[config.mk]
export PLATFORM = sky130hd
export DESIGN_NAME = mem_arbiter
export DESIGN_NICKNAME = d
export VERILOG_FILES = /design/src/rtl/rv32i_types.sv /design/src/rtl/mem_arbiter.sv
export SDC_FILE = /design/constraint.sdc
export NUM_CORES = 1
export LEC_CHECK = 0
export CAP_MARGIN = 30
export CORE_ASPECT_RATIO = 0.9
export CORE_MARGIN = 8
export CORE_UTILIZATION = 29
export DETAILED_ROUTE_END_ITERATION = 10
export PLACE_DENSITY = 0.65
export SLEW_MARGIN = 10
export SYNTH_ARGS = -nofsm -noshare
export SYNTH_HDL_FRONTEND = slang
export SYNTH_SLANG_ARGS = --single-unit
[constraint.sdc]
create_clock -name clk -period 1.4 [get_ports clk]
set_input_delay 0.42 -clock clk [delete_from_list [all_inputs] [get_ports clk]]
set_output_delay 0.42 -clock clk [all_outputs]
set_load 0.005 [all_outputs]
[src/rtl/rv32i_types.sv]
// Shared RV32I datapath types.
// Holds the arbiter state encoding used by mem_arbiter; other datapath
// typedefs live alongside it so every stage imports a single package.
package rv32i_types;

  // Memory arbiter FSM: wait for a request, run one memory command for the
  // instruction or data port, then spend one cycle presenting the response.
  typedef enum logic [1:0] {
    IDLE   = 2'd0,
    I_BUSY = 2'd1,
    D_BUSY = 2'd2,
    DONE   = 2'd3
  } arb_state_t;

endpackage : rv32i_types

[src/rtl/mem_arbiter.sv]
// mem_arbiter: serialises the instruction-fetch port and the data port onto
// one physical memory port. One access is in flight at a time; requester
// responses and read data are registered, so there is no combinational path
// from the memory side back to the pipeline stall signals.
//
// Ports:
//   clk, rst                 clock (rising edge) / async active-low reset
//   imem_read, imem_address  fetch request, held until imem_resp
//   imem_rdata, imem_resp    fetch data + one-cycle completion
//   dmem_read, dmem_write    data request (write wins if both), held to resp
//   dmem_address, dmem_wdata, dmem_byte_enable   data request payload
//   dmem_rdata, dmem_resp    load data + one-cycle completion
//   pmem_read, pmem_write    memory command, held until pmem_resp
//   pmem_address, pmem_wdata, pmem_byte_enable   latched command payload
//   pmem_rdata, pmem_resp    memory read data + one-cycle completion
module mem_arbiter
  import rv32i_types::*;
#(
  parameter int ADDR_W = 32,
  parameter int DATA_W = 32
) (
  input  logic                clk,
  input  logic                rst,

  input  logic                imem_read,
  input  logic [ADDR_W-1:0]   imem_address,
  output logic [DATA_W-1:0]   imem_rdata,
  output logic                imem_resp,

  input  logic                dmem_read,
  input  logic                dmem_write,
  input  logic [ADDR_W-1:0]   dmem_address,
  input  logic [DATA_W-1:0]   dmem_wdata,
  input  logic [DATA_W/8-1:0] dmem_byte_enable,
  output logic [DATA_W-1:0]   dmem_rdata,
  output logic                dmem_resp,

  output logic                pmem_read,
  output logic                pmem_write,
  output logic [ADDR_W-1:0]   pmem_address,
  output logic [DATA_W-1:0]   pmem_wdata,
  output logic [DATA_W/8-1:0] pmem_byte_enable,
  input  logic [DATA_W-1:0]   pmem_rdata,
  input  logic                pmem_resp
);

  localparam int BE_W = DATA_W / 8;

  arb_state_t          state_q, state_d;
  logic                last_d_q;     // 1: the most recent grant went to data
  logic [ADDR_W-1:0]   addr_q;
  logic [DATA_W-1:0]   wdata_q;
  logic [BE_W-1:0]     be_q;
  logic                wr_q;
  logic [DATA_W-1:0]   i_rdata_q, d_rdata_q;
  logic                i_resp_q, d_resp_q;

  logic d_req;
  logic pick_d;
  logic grant_i, grant_d;

  // Data wins when it is alone, or on a tie when instruction was served last.
  assign d_req   = dmem_read | dmem_write;
  assign pick_d  = d_req & (~imem_read | ~last_d_q);
  assign grant_d = (state_q == IDLE) & pick_d;
  assign grant_i = (state_q == IDLE) & ~pick_d & imem_read;

  // ---------------------------------------------------------------------
  // State register
  // ---------------------------------------------------------------------
  // NOTE: clocked state uses non-blocking assignments so every register
  // samples the pre-edge values regardless of process ordering.
  always_ff @(posedge clk or negedge rst) begin
    if (!rst) state_q <= IDLE;
    else      state_q <= state_d;
  end

  // ---------------------------------------------------------------------
  // Next-state logic
  // ---------------------------------------------------------------------
  // NOTE: state_d gets a default before the case so no path leaves it
  // unassigned, which would otherwise infer a latch.
  always_comb begin
    state_d = state_q;
    case (state_q)
      IDLE: begin
        if (grant_d)      state_d = D_BUSY;
        else if (grant_i) state_d = I_BUSY;
      end
      I_BUSY, D_BUSY: begin
        if (pmem_resp) state_d = DONE;
      end
      DONE:    state_d = IDLE;  // requests are ignored for this one cycle
      default: state_d = IDLE;
    endcase
  end

  // ---------------------------------------------------------------------
  // Output logic: the command strobes come only from registered state, so
  // an asynchronous reset drops them immediately.
  // ---------------------------------------------------------------------
  always_comb begin
    pmem_read  = 1'b0;
    pmem_write = 1'b0;
    if (state_q == I_BUSY || state_q == D_BUSY) begin
      pmem_read  = ~wr_q;
      pmem_write = wr_q;
    end
  end

  assign pmem_address     = addr_q;
  assign pmem_wdata       = wdata_q;
  assign pmem_byte_enable = be_q;
  assign imem_rdata       = i_rdata_q;
  assign imem_resp        = i_resp_q;
  assign dmem_rdata       = d_rdata_q;
  assign dmem_resp        = d_resp_q;

  // ---------------------------------------------------------------------
  // Command registers: captured at grant so later requester changes do not
  // disturb the access in flight.
  // ---------------------------------------------------------------------
  always_ff @(posedge clk or negedge rst) begin
    if (!rst) begin
      last_d_q <= 1'b0;
      addr_q   <= '0;
      wdata_q  <= '0;
      be_q     <= '0;
      wr_q     <= 1'b0;
    end else if (grant_d) begin
      last_d_q <= 1'b1;
      addr_q   <= dmem_address;
      wdata_q  <= dmem_wdata;
      // Read+write together is a write; reads always fetch the full word.
      be_q     <= dmem_write ? dmem_byte_enable : '1;
      wr_q     <= dmem_write;
    end else if (grant_i) begin
      last_d_q <= 1'b0;
      addr_q   <= imem_address;
      wdata_q  <= '0;
      be_q     <= '1;
      wr_q     <= 1'b0;
    end
  end

  // ---------------------------------------------------------------------
  // Response registers: the resp flags are high only in the DONE cycle
  // because they are reloaded every cycle from the busy-state completion.
  // ---------------------------------------------------------------------
  always_ff @(posedge clk or negedge rst) begin
    if (!rst) begin
      i_resp_q  <= 1'b0;
      d_resp_q  <= 1'b0;
      i_rdata_q <= '0;
      d_rdata_q <= '0;
    end else begin
      i_resp_q <= (state_q == I_BUSY) & pmem_resp;
      d_resp_q <= (state_q == D_BUSY) & pmem_resp;
      if ((state_q == I_BUSY) && pmem_resp) i_rdata_q <= pmem_rdata;
      if ((state_q == D_BUSY) && pmem_resp) d_rdata_q <= pmem_rdata;
    end
  end

endmodule : mem_arbiter
==> flow_summary_export.csv <==
group,metric,value,unit
timing,slew_headroom,0.730,
grt,antenna_found_initial,3,
placement,place_inst,954,
grt,grt_pass1_wl,34100,um
yosys,yosysSeqAreaShare,0.620,
yosys,synth.largest_area_cell,"dfrtp_1",
die,core-area,0.0190,mm2
routing,ant_nets,0,
clock_tree,path_clk_slew,60,ps
timing,hold_viol_final,0,
worst_setup_path,crit_slowest_cell,"dfrtp_1",
routing,viasPerCell,4.89,
cells_and_area,fin_area,0.0104,mm2
die,die_w,162,um
yosys,ys_ff_latch,138,
grt,gr-usage-all-layers,0.183,
grt,grt_busiest_layer,"met2",
placement,dp_hpwl,13600,um
yosys,mappedNetlistArea,0.00557,mm2
yosys,synthArstFlopShare,1.00,
cells_and_area,final_cells,1053,
worst_setup_path,startpoint,"state_q[1]$_DFFE_PN0P_",
power_and_ir_drop,swShare,0.333,
worst_setup_path,startpoint_type,"flip-flop",
timing,period_share,1.27,
worst_setup_path,rr_worst_depth,8,
worst_setup_path,critPathKind,"reg -> out",
yosys,synth_ff_type,"dfrtp_1",
die,pin_count,274,
routing,drt-total-wl,22300,um
grt,grt_max_degree,38,
routing,first_iter_violations,197,
yosys,synth_area_leaders,"dfrtp_1 62%, mux2_2 13%, a22o_1 5.0%",
grt,grt_overflow_total,0,
timing,tightestPinTransition,404,ps
worst_setup_path,slowest_delay,360,ps
power_and_ir_drop,leakagePower,4.73,nW
yosys,synth_nets,572,
routing,wire_per_inst,21.2,um
timing,rsz0062_at_grt,"yes",
worst_setup_path,worstReg2RegStart,"state_q[0]$_DFFE_PN0P_",
clock_tree,insertion_delay,410,ps
clock_tree,numCtsBuffers,17,
clock_tree,cts.sink_count,138,
power_and_ir_drop,comb_power_share,0.508,
hold_path,hold_class,"in -> async",
timing,slew_violations,0,
worst_setup_path,cp_common_cell,"inv_2",
power_and_ir_drop,ir_drop,0.886,mV
power_and_ir_drop,p_int,15.8,mW
timing,skew,6.97,ps
timing,worst_slack,-375,ps
die,num_rows,48,
die,die_area,0.0239,mm2
grt,gr-usage-met3,0.0584,
cells_and_area,final_core_util,0.546,
timing,clock.fmax,563,MHz
worst_setup_path,crit_buf_inv,3,
routing,vias,5149,
cells_and_area,area_delta_synth_final,86.5,%
yosys,synth_edf_count,0,
placement,post-place-ws,-689,ps
die,die_h,147,um
timing,finalSetupViolations,138,
clock_tree,cts_tree,"done",
worst_setup_path,cp.arrival,1360,ps
cells_and_area,layout-drive-gt1-share,0.499,
yosys,yosysMostFrequentCell,"dfrtp_1",
routing,drt-pass1-iter-count,4,
placement,gp_congestion,0.825,
worst_setup_path,required,980,ps
yosys,syn_avg_cell_area,13.0,um2
clock_tree,clk_path_buf_depth,2,
yosys,synth_common_cells,"138 x dfrtp_1, 65 x mux2_2, 34 x nor2_1",
worst_setup_path,critical_path.top_delay_family,"flip-flops",
yosys,synth_cell_types,29,
power_and_ir_drop,seq_power_share,0.294,
grt,use_met2,0.298,
timing,period_needed,1780,ps
yosys,syn_inst,430,
power_and_ir_drop,power.switching,7.92,mW
run_status,run_status,"finished with violations",
power_and_ir_drop,p_per_area,2290,mW/mm2
cells_and_area,final_net_count,931,
clock_tree,htreeDepth,4,
yosys,synth_top_area_share,0.620,
power_and_ir_drop,clkPwrFrac,0.199,
yosys,yosysWarningCount,0,
routing,drc_errors,0,
worst_setup_path,end_kind,"primary output",
clock_tree,root_buffer,"clkbuf_16",
placement,io_buffers,273,
grt,grt_pass1_vias,5783,
run_status,violations,"setup timing",
worst_setup_path,path_depth,5,
die,start_util,0.293,
placement,placed_cell_area,0.00878,mm2
power_and_ir_drop,power,23.8,mW
job,maxCapViolations,0,
worst_setup_path,worstPathCellList,"inv_2 > ha_4 > inv_2 > nor2_1 > buf_2",
grt,use_met1,0.218,
worst_setup_path,cp_max_fo,3,
-- routing by layer --
| metal | up-vias | routed length [um] | part of all wire |
|---|---|---|---|
| met2 | 236 | 10800 | 0.49 |
| li1 | 2320 | - | - |
| met3 | 46 | 1580 | 0.071 |
| met1 | 2545 | 9110 | 0.41 |
| met4 | 2 | 807 | 0.036 |
| met5 | - | 8 | 0.00036 |
-- cell families after synthesis --
group                      Yosys count  synth area share
muxes                               66             0.133
adders and majority gates            4           0.00898
and+or+nand+nor                     43            0.0314
DFF                                138             0.620
buffers and inverters               38            0.0400
AOI/OAI and AO/OA                  141             0.167
-- registers in the layout, summed over array words and instances (netlist names) --
name,count
dmem_resp,1
last_d_q,1
pmem_byte_enable,4
imem_resp,1
pmem_address,32
pmem_wdata,32
dmem_rdata,32
imem_rdata,32
wr_q,1
state_q,2
-- worst register-to-register path: stages, from the launching register on --
cell,delay [ps]
dfrtp_1,380
inv_2,90
ha_4,150
buf_6,110
a21boi_4,250
buf_6,150
buf_12,140
a31oi_1,100
a21oi_1,180
-- final timing paths --
check / slack, ps / to
min in group clk: 500 / imem_rdata[20]$_DFFE_PN0P_
max in group asynchronous: 380 / dmem_rdata[16]$_DFFE_PN0P_
min: 490 / dmem_rdata[5]$_DFFE_PN0P_
min reg2reg: 500 / imem_rdata[20]$_DFFE_PN0P_
max: -380 / pmem_read
max reg2reg: -230 / pmem_address[1]$_DFFE_PN0P_
-- metrics by stage --
step	hold slack, ps	setup TNS (ps)
floorplan	124	-708
global placement	332	-61100
detailed placement	342	-66380
CTS	474	-19430
global route	492	-25610
finish	489	-18600
-- power by group through the flow --
stage | clock [mW] | combinational [mW] | sequential [mW]
final | 4.72 | 12.1 | 6.99
after global routing | 5.00 | 12.9 | 7.22
after CTS | 4.84 | 11.5 | 6.97
after detailed placement | 0 | 9.60 | 7.06
after global placement | 0 | 9.35 | 7.03
after floorplan | 0 | 3.78 | 7.08
-- cell usage in the layout, fill, tap and decap left out, types with 21 or more instances in the layout --
cell type        instances
mux2_4                  37
a22o_1                  32
clkdlybuf4s50_1        132
dfrtp_1                138
buf_12                  21
mux2_2                  28
buf_4                   47
buf_2                  135
nor2_1                  33
-- cell type report --
cell class                 instances  area, um2
fill                            1611       8650
tap                              250        313
timing repair buffer             372       3410
antenna                            1       2.50
multi-input combinational        255       2570
inverter                           5       18.8
clock inverter                    12        161
sequential                       138       3450
clock buffer                      20        457
-- timing repair --
action,in CTS,in global routing
cloned,21,1
hold buffers,1,0
setup buffers,44,12
pin swaps,86,30
setup endpoints to repair,271,151
gates resized for setup,688,62
endpoints found under the hold margin,27,0
(Power assumes the default switching activity.)
